**src/rtl/ujtag_bus_bridge.sv**
```systemverilog
// ujtag_bus_bridge: clk-domain bridge from the UJTAG user strobes to a simple register bus.
// The UJTAG inputs are oversampled through a 2-FF synchronizer and a third edge-detect stage.
// A shared 49-bit shift register implements the command DR (IR_CMD) and the 35-bit status DR
// (IR_STAT). Update-DR on the command DR issues one bus read or write.
// Ports:
//   clk, rst                    system clock, synchronous active-high reset
//   UIREG, URSTB                user instruction, user reset (active low)
//   UDRCAP, UDRSH, UDRUPD       Capture-/Shift-/Update-DR indicators
//   UDRCK, UTDI, UTDO           user DR clock, serial in, serial out (registered)
//   bus_req/write/addr/wdata    request held until bus_ack or timeout; fields stable meanwhile
//   bus_ack, bus_rdata          completion strobe; read data valid with bus_ack
module ujtag_bus_bridge #(
    parameter logic [7:0]  IR_CMD  = 8'h22,
    parameter logic [7:0]  IR_STAT = 8'h23,
    parameter int unsigned TIMEOUT = 256
) (
    input  logic        clk,
    input  logic        rst,
    input  logic [7:0]  UIREG,
    input  logic        URSTB,
    input  logic        UDRCAP,
    input  logic        UDRSH,
    input  logic        UDRUPD,
    input  logic        UDRCK,
    input  logic        UTDI,
    output logic        UTDO,
    output logic        bus_req,
    output logic        bus_write,
    output logic [15:0] bus_addr,
    output logic [31:0] bus_wdata,
    input  logic        bus_ack,
    input  logic [31:0] bus_rdata
);

    localparam int unsigned CMD_W  = 49;
    localparam int unsigned STAT_W = 35;
    localparam int unsigned SYN_W  = 14;
    localparam int unsigned CNT_W  = $clog2(TIMEOUT);

    typedef enum logic {
        S_IDLE = 1'b0,
        S_REQ  = 1'b1
    } state_t;

    logic [SYN_W-1:0]  w_pins;
    logic [SYN_W-1:0]  r_sync1;
    logic [SYN_W-1:0]  r_sync2;
    logic [SYN_W-1:0]  r_sync3;
    logic              r_ck_rise;
    logic              r_upd_rise;

    logic [7:0]        w_ir;
    logic              w_rstb;
    logic              w_cap;
    logic              w_sh;
    logic              w_tdi;
    logic              w_is_cmd;
    logic              w_is_stat;
    logic              w_upd_cmd;
    logic              w_busy;

    logic [CMD_W-1:0]  r_sr;
    logic [CMD_W-1:0]  w_sr_next;
    logic              r_tdo;
    logic              w_tdo_next;

    state_t            r_state;
    state_t            w_state_next;
    logic              w_accept;
    logic              w_drop;
    logic              w_ack;
    logic              w_expire;
    logic [CNT_W-1:0]  r_cnt;

    logic              r_bus_write;
    logic [15:0]       r_bus_addr;
    logic [31:0]       r_bus_wdata;
    logic [31:0]       r_rdata;
    logic              r_timeout;
    logic              r_overrun;

    assign w_pins = {UIREG, URSTB, UDRCAP, UDRSH, UDRUPD, UDRCK, UTDI};

    // Levels come from stage 3 so they line up with the registered edge pulses.
    assign w_ir      = r_sync3[13:6];
    assign w_rstb    = r_sync3[5];
    assign w_cap     = r_sync3[4];
    assign w_sh      = r_sync3[3];
    assign w_tdi     = r_sync3[0];
    assign w_is_cmd  = (w_ir == IR_CMD);
    assign w_is_stat = (w_ir == IR_STAT);
    assign w_upd_cmd = r_upd_rise & w_is_cmd;
    assign w_busy    = (r_state == S_REQ);

    // Synchronizer, edge-detect stage and registered edge pulses.
    always_ff @(posedge clk) begin
        if (rst) begin
            r_sync1    <= '0;
            r_sync2    <= '0;
            r_sync3    <= '0;
            r_ck_rise  <= 1'b0;
            r_upd_rise <= 1'b0;
        end else begin
            r_sync1    <= w_pins;
            r_sync2    <= r_sync1;
            r_sync3    <= r_sync2;
            r_ck_rise  <= r_sync2[1] & ~r_sync3[1];
            r_upd_rise <= r_sync2[2] & ~r_sync3[2];
        end
    end

    // Shared DR: capture/shift at the active length; UTDO follows the new sr[0].
    always_comb begin
        w_sr_next  = r_sr;
        w_tdo_next = 1'b0;
        if (!w_rstb) begin
            w_sr_next = '0;
        end else if (r_ck_rise) begin
            if (w_is_cmd) begin
                if (w_cap) begin
                    w_sr_next = {r_bus_write, r_bus_addr, r_bus_wdata};
                end else if (w_sh) begin
                    w_sr_next = {w_tdi, r_sr[CMD_W-1:1]};
                end
            end else if (w_is_stat) begin
                if (w_cap) begin
                    w_sr_next[STAT_W-1:0] = {r_overrun, r_timeout, w_busy, r_rdata};
                end else if (w_sh) begin
                    w_sr_next[STAT_W-1:0] = {w_tdi, r_sr[STAT_W-1:1]};
                end
            end
        end
        if (w_rstb && (w_is_cmd || w_is_stat)) begin
            w_tdo_next = w_sr_next[0];
        end
    end

    // Bus FSM state register.
    always_ff @(posedge clk) begin
        if (rst) begin
            r_state <= S_IDLE;
        end else begin
            r_state <= w_state_next;
        end
    end

    // Bus FSM next state; an update seen in REQ is dropped even if ack lands the same cycle.
    always_comb begin
        w_state_next = r_state;
        w_accept     = 1'b0;
        w_drop       = 1'b0;
        w_ack        = 1'b0;
        w_expire     = 1'b0;
        case (r_state)
            S_IDLE: begin
                if (w_upd_cmd) begin
                    w_accept     = 1'b1;
                    w_state_next = S_REQ;
                end
            end
            S_REQ: begin
                w_drop = w_upd_cmd;
                if (bus_ack) begin
                    w_ack        = 1'b1;
                    w_state_next = S_IDLE;
                end else if (r_cnt == CNT_W'(TIMEOUT - 1)) begin
                    w_expire     = 1'b1;
                    w_state_next = S_IDLE;
                end
            end
            default: w_state_next = S_IDLE;
        endcase
    end

    // Shift register, command fields, status flags and timeout counter.
    always_ff @(posedge clk) begin
        if (rst) begin
            r_sr        <= '0;
            r_tdo       <= 1'b0;
            r_bus_write <= 1'b0;
            r_bus_addr  <= '0;
            r_bus_wdata <= '0;
            r_rdata     <= '0;
            r_timeout   <= 1'b0;
            r_overrun   <= 1'b0;
            r_cnt       <= '0;
        end else begin
            r_sr  <= w_sr_next;
            r_tdo <= w_tdo_next;
            if (w_accept) begin
                r_bus_write <= r_sr[48];
                r_bus_addr  <= r_sr[47:32];
                r_bus_wdata <= r_sr[31:0];
                r_timeout   <= 1'b0;
                r_overrun   <= 1'b0;
            end
            if (w_drop) begin
                r_overrun <= 1'b1;
            end
            if (w_ack && !r_bus_write) begin
                r_rdata <= bus_rdata;
            end
            if (w_expire) begin
                r_timeout <= 1'b1;
            end
            if ((r_state == S_REQ) && (w_state_next == S_REQ)) begin
                r_cnt <= r_cnt + CNT_W'(1);
            end else begin
                r_cnt <= '0;
            end
        end
    end

    assign UTDO      = r_tdo;
    assign bus_req   = w_busy;
    assign bus_write = r_bus_write;
    assign bus_addr  = r_bus_addr;
    assign bus_wdata = r_bus_wdata;

endmodule
```
**config.mk**
```make
export PLATFORM = sky130hd
export DESIGN_NAME = ujtag_bus_bridge
export DESIGN_NICKNAME = d
export VERILOG_FILES = /design/src/rtl/ujtag_bus_bridge.sv
export SDC_FILE = /design/constraint.sdc
export NUM_CORES = 1
export LEC_CHECK = 0
export ABC_AREA = 1
export ABC_CLOCK_PERIOD_IN_PS = 1300
export CELL_PAD_IN_SITES_DETAIL_PLACEMENT = 1
export CELL_PAD_IN_SITES_GLOBAL_PLACEMENT = 2
export CORE_UTILIZATION = 32
export DETAILED_ROUTE_END_ITERATION = 12
export DONT_BUFFER_PORTS = 1
export PLACE_DENSITY_LB_ADDON = 0.05
export SLEW_MARGIN = 20
export SYNTH_ARGS = -nofsm -noshare
export SYNTH_HDL_FRONTEND = slang
export SYNTH_SLANG_ARGS = --single-unit
```
**constraint.sdc**
```tcl
create_clock -name clk -period 1.3 [get_ports clk]
set_input_delay 0.13 -clock clk [delete_from_list [all_inputs] [get_ports clk]]
set_output_delay 0.13 -clock clk [all_outputs]
set_load 0.01 [all_outputs]
```
* Word level (Yosys, flattened, before mapping)
Index checks and enable logic that the tools add are counted.
Operators by class: add/sub/neg operators 1, eq/ne operators 5, muxes and demuxes 22, bitwise logic cells 9, reductions and logical operators 14
Operators by type and width (number):
- $mux 35 | 4
- $mux 49 | 2
- $eq 8x6->1 const B | 2
- $mux 1 | 15
- $add 8x1->8 const B | 1
- $eq 8x8->1 const B | 1
- $reduce_bool 2->1 | 4
- $ne 3x3->1 const B | 2
- $not 1->1 | 6
- $reduce_or 2->1 | 3
- $reduce_and 4->1 | 1
- $and 1x1->1 | 3
- $logic_and 1x1->1 | 3
- $reduce_and 3->1 | 1
- $pmux 1 s2 | 1
- $logic_not 1->1 | 1
- $logic_or 1x1->1 | 1
Storage, ports and cells: register bits 186, bits of input ports 49, output and inout port bits 51, logic and storage cells 68

* Depth between registers and ports, before layout
depth in word-level cells 7, mapped depth 10, depth with buffers taken out 9

* Worst setup path after synthesis
OpenSTA, ideal clock, no wires.
path type flip-flop to flip-flop, from reg r_sync3[3], to reg r_sr[48], setup time 119 ps, arrival time 1185 ps, data required time 1181 ps, setup slack -5 ps, cell stages (with the launch flop) 8, path buffers 2, clock period less this slack 1305 ps, cell sequence dfxtp_1 > buf_2 > nor2_1 > nor2_2 > nand2_4 > buf_2 > o21ai_0 > a21oi_1
Between the ends: word-level cells in the longest chain between the ends 2
Ends and longest elaborated chain:
- start, declared | RTL line 48 | logic [SYN_W-1:0] r_sync3;
- start signal, assigned | RTL line 106 | r_sync3 <= r_sync2;
- $reduce_bool 2->1 (no source line)
- $reduce_and 3->1 (no source line)
- end signal, assigned | RTL line 188 | r_sr <= w_sr_next;
- end, declared | RTL line 62 | logic [CMD_W-1:0] r_sr;
Every way passes these cells. A chain may end at the register's enable or synchronous reset.

* Worst setup path in the final report
from reg r_sync3[10], to reg r_bus_addr[13] (netlist: bus_addr[13])
Between the ends: word-level cells in the longest chain between the ends 4
Ends and longest elaborated chain:
- $eq 8x6->1 | RTL line 90 | assign w_is_cmd = (w_ir == IR_CMD);
- $and 1x1->1 | RTL line 92 | assign w_upd_cmd = r_upd_rise & w_is_cmd;
- $mux 1 | RTL line 156 | if (w_upd_cmd) begin
- $mux 1 | RTL line 154 | case (r_state)
- end signal, assigned | RTL line 192 | r_bus_addr <= r_sr[47:32];
- end, declared | RTL line 76 | logic [15:0] r_bus_addr;
Every way passes these cells.

==> out/qor.json <==
{
  "run_status": {
    "status": "finished with violations",
    "failed_checks": "setup timing"
  },
  "setup_path": {
    "cp_cell_sequence": "inv_2, nand2_4, nor2_8, buf_12, nand4_4, nand2_4, clkbuf_16, o22ai_2",
    "timing.critical_path.arrival_ns": 1.75,
    "r2r_end": "bus_addr[13]",
    "data_required_time_of_the_critical_path_ns": 1.63,
    "start_kind": "flop",
    "crit_path_frequent_cell": "sky130_fd_sc_hd__nand2_4",
    "worstPathMaxFanout": 8,
    "crit_path_top_delay_cell": "sky130_fd_sc_hd__dfxtp_2",
    "r2r_setup_slack_ns": -0.13,
    "cp-end-kind": "flop",
    "worst-setup-path-type": "flop to flop",
    "delay_contributed_by_the_slowest_stage_of_the_critical_path_ns": 0.32,
    "crit_start": "r_sync3[10]",
    "reg2regPathDepth": 8,
    "critical_path.reg2reg.startpoint": "r_sync3[10]"
  },
  "floorplan": {
    "core-area_mm2": 0.0242,
    "num_io_pins": 100,
    "placement_rows": 57,
    "floorplan.die.height_um": 159,
    "die_area_mm2": 0.0253,
    "chipWidth_um": 159,
    "floorplan.initialDensity_pct": 32.5
  },
  "yosys": {
    "synth_fp_nets": 1141,
    "syn_avg_cell_area_um2": 7.22,
    "yosysUniqueCellTypes": 30,
    "yosysSeqAreaShare_pct": 47.3,
    "post_synth_instance_area_mm2": 0.00788,
    "postSynthRegisterBits": 186,
    "yosys_warnings": 0,
    "post_synth_inst_count": 1091
  },
  "pwr": {
    "worst_ir_drop_vdd_v": 0.000703,
    "cellLeakagePower_nw": 4.50,
    "comb_power_share_pct": 4.6,
    "total_power_per_unit_cell_area_mw_per_mm2": 1090,
    "internal-power_w": 0.00883,
    "seqPwrFrac_pct": 49.1,
    "power_frac_clock_pct": 46.2,
    "net-switching-power_w": 0.00290,
    "sw_frac_of_total_pct": 24.7
  },
  "worst_hold_path": {
    "holdCritPathClass": "input port to flop",
    "timing.hold.worst_path_depth": 4,
    "holdPathEnd": "r_sr[45]",
    "min-delay-start": "rst"
  },
  "grt": {
    "grt_first_pass_wirelength_um": 39800,
    "grt_usage_pct": 19.7,
    "antenna_found_initial": 1,
    "global_route.overflow_total": 0,
    "number_of_global_route_vias_before_repair": 7364,
    "grt_start_max_net_pins": 49
  },
  "routing": {
    "number_of_iterations_in_the_first_detailed_routing_pass": 4,
    "detailedRoute.firstIterationViolations": 294,
    "drt-vias-per-instance": 4.83,
    "met2_wirelength_um": 12600,
    "metal1_wirelength_um": 11900,
    "route.antenna.remaining_nets": 0,
    "maxUsedRoutingLayer": "met5",
    "route.vias.total": 7287,
    "wl_met3_um": 908,
    "routed_len_inst_um": 17.1,
    "routed_wl_um": 25800,
    "remaining_drc_errors": 0
  },
  "final_layout": {
    "antenna_cells": 0,
    "finalNetCount": 1223,
    "layout-drive-gt1-share_pct": 21.8,
    "area.growth.synth_to_final_pct": 36.6,
    "finish.cell_count_without_fillers": 1510,
    "layout.cells.most_common_list": "sky130_fd_sc_hd__nand2_1, sky130_fd_sc_hd__dfxtp_1, sky130_fd_sc_hd__nand3_1, sky130_fd_sc_hd__nor2_1, sky130_fd_sc_hd__inv_1",
    "most_common_cell_after_layout_fill_and_taps_aside": "sky130_fd_sc_hd__nand2_1"
  },
  "timing": {
    "hold_violations": 0,
    "final.setup_skew_ns": 0.0129,
    "worst_slack_ns": -0.126,
    "maxSlewHeadroom_pct": 72.5,
    "finalWorstPathRequiredPeriod_ns": 1.43,
    "finalMaxSlewViolations": 0,
    "finish_stage_setup_viols": 101,
    "fmaxAchievable_mhz": 701,
    "layout_worst_path_cycle_share_pct": 110,
    "tightest_slew_ns": 0.409,
    "grt_setup_unrepaired": "yes"
  },
  "placement": {
    "pre_cts_ws_ns": -0.185,
    "port_buffers": 0,
    "place_inst": 1408,
    "dpl.hpwl_um": 15600,
    "weighted_congestion_reported_at_the_end_of_routability_driven_placement": 0.722
  },
  "clock_tree": {
    "ctsLongestPathBuffers": 2,
    "cts.sink_count": 186,
    "clock_insertion_delay_worst_skew_ns": 0.44,
    "ctsRootBufferMaster": "sky130_fd_sc_hd__clkbuf_16",
    "cts_tree": "done",
    "ctsHtreeMaxLevel": 4,
    "worst_setup_hold_path_clk_slew_ns": 0.08,
    "cts_buffers": 17
  },
  "run": {
    "maxCapViolations": 0
  }
}
-- power by group through the flow --
| stage | clock network [W] | registers (W) | logic [W] |
|---|---|---|---|
| floorplan | 0 | 0.00589 | 0.000216 |
| global placement | 0 | 0.00590 | 0.000327 |
| detailed placement | 0 | 0.00590 | 0.000328 |
| CTS | 0.00561 | 0.00576 | 0.000496 |
| global route | 0.00587 | 0.00577 | 0.000589 |
| finish | 0.00542 | 0.00576 | 0.000542 |
-- registers in the layout, indices dropped and copies added, names as in the netlist --
signal and flops:
r_sync1 14, r_rdata 32, r_cnt 8, r_sync3 14, r_sr 49, bus_wdata 32
bus_addr 16, bus_req 1, r_sync2 14, UTDO 1, r_overrun 1, r_timeout 1
r_upd_rise 1, bus_write 1, r_ck_rise 1
-- area by class of cell --
cell class	count	area, um2
Fill cell	2894	13500
Multi-Input combinational cell	732	3880
Sequential cell	186	3740
Timing Repair Buffer	136	1740
Clock buffer	18	439
Tap cell	324	405
Inverter	100	390
Clock inverter	14	176
-- cells by family after synthesis --
group                      Yosys count  share of synthesized area (%)
buffers and inverters              173                           9.75
AOI/OAI and AO/OA                  135                           9.96
xor gates and xnor gates             2                          0.222
DFF                                186                           47.3
adders and majority gates            1                          0.159
and+or+nand+nor                    594                           32.7
-- critical path: cells and delay by family, from the launching register on --
family / cells / cell delay (ns)
flip-flops: 1 / 0.32
buffers and inverters: 3 / 0.40
AND/OR/NAND/NOR: 4 / 0.53
AO/OA/AOI/OAI: 1 / 0.07
-- stage by stage --
step	hold WS, ns	util (%)	instance area [um2]	setup TNS, ns	total power [W]
after detailed placement	0.202	35.9	8700	-8.34	0.00623
final	0.0976	44.4	10800	-7.56	0.0117
after global placement	0.202	35.9	8700	-6.44	0.00622
after floorplan	0.237	-	7890	0	0.00611
after CTS	0.0655	41.6	10100	-8.24	0.0119
after global routing	0.0948	44.4	10800	-19.81	0.0122
-- cell usage after synthesis --
cell / instances / area [um2]
sky130_fd_sc_hd__nand2_2: 6 / 37.5
sky130_fd_sc_hd__o22ai_2: 9 / 113
sky130_fd_sc_hd__xor2_1: 2 / 17.5
sky130_fd_sc_hd__o21ai_0: 48 / 240
sky130_fd_sc_hd__nor2_4: 1 / 11.3
sky130_fd_sc_hd__or2_2: 1 / 6.26
sky130_fd_sc_hd__and3_1: 1 / 6.26
sky130_fd_sc_hd__inv_1: 96 / 360
sky130_fd_sc_hd__buf_1: 5 / 18.8
sky130_fd_sc_hd__buf_6: 6 / 67.6
sky130_fd_sc_hd__nor3_1: 4 / 20.0
sky130_fd_sc_hd__clkbuf_1: 23 / 86.3
sky130_fd_sc_hd__a21oi_1: 51 / 255
sky130_fd_sc_hd__buf_2: 30 / 150
sky130_fd_sc_hd__dfxtp_1: 186 / 3720
sky130_fd_sc_hd__nand2_4: 3 / 33.8
sky130_fd_sc_hd__inv_4: 1 / 6.26
sky130_fd_sc_hd__o22ai_1: 21 / 131
sky130_fd_sc_hd__nand3_1: 169 / 846
sky130_fd_sc_hd__nor3b_1: 2 / 15.0
sky130_fd_sc_hd__nor2_8: 2 / 40.0
sky130_fd_sc_hd__nand4_4: 2 / 42.5
sky130_fd_sc_hd__buf_4: 9 / 67.6
sky130_fd_sc_hd__o21a_1: 5 / 37.5
sky130_fd_sc_hd__ha_1: 1 / 12.5
sky130_fd_sc_hd__nor2_1: 121 / 454
sky130_fd_sc_hd__a22oi_1: 1 / 7.51
sky130_fd_sc_hd__nor2_2: 1 / 6.26
sky130_fd_sc_hd__nand2_1: 281 / 1050
sky130_fd_sc_hd__inv_2: 3 / 11.3
-- worst max path at each step --
stage / slack (ns) / end / cells past startpoint
finish: -0.13 / bus_addr[13] / 8
global route: -0.22 / r_sr[13] / 10
CTS: -0.12 / r_sr[27] / 9
detailed placement: -0.19 / UTDO / 10
global placement: -0.19 / UTDO / 10
floorplan: 0.007 / r_sr[41] / 7
-- per-layer routing --
layer  track usage (%)  vias up
met5                 0        -
met4              4.33        2
met3              4.41       18
met2              34.3       95
met1              24.7     3505
li1                  -     3667
-- timing repair --
item / in CTS / in global routing
resized for setup: 45 / 119
pin swaps: 5 / 30
setup endpoints to repair: 111 / 144
hold buffers: 53 / 0
cloned: 1 / 10
setup buffers: 4 / 5
hold endpoints to repair: 87 / 0
Power figures use the tool's default switching activity.
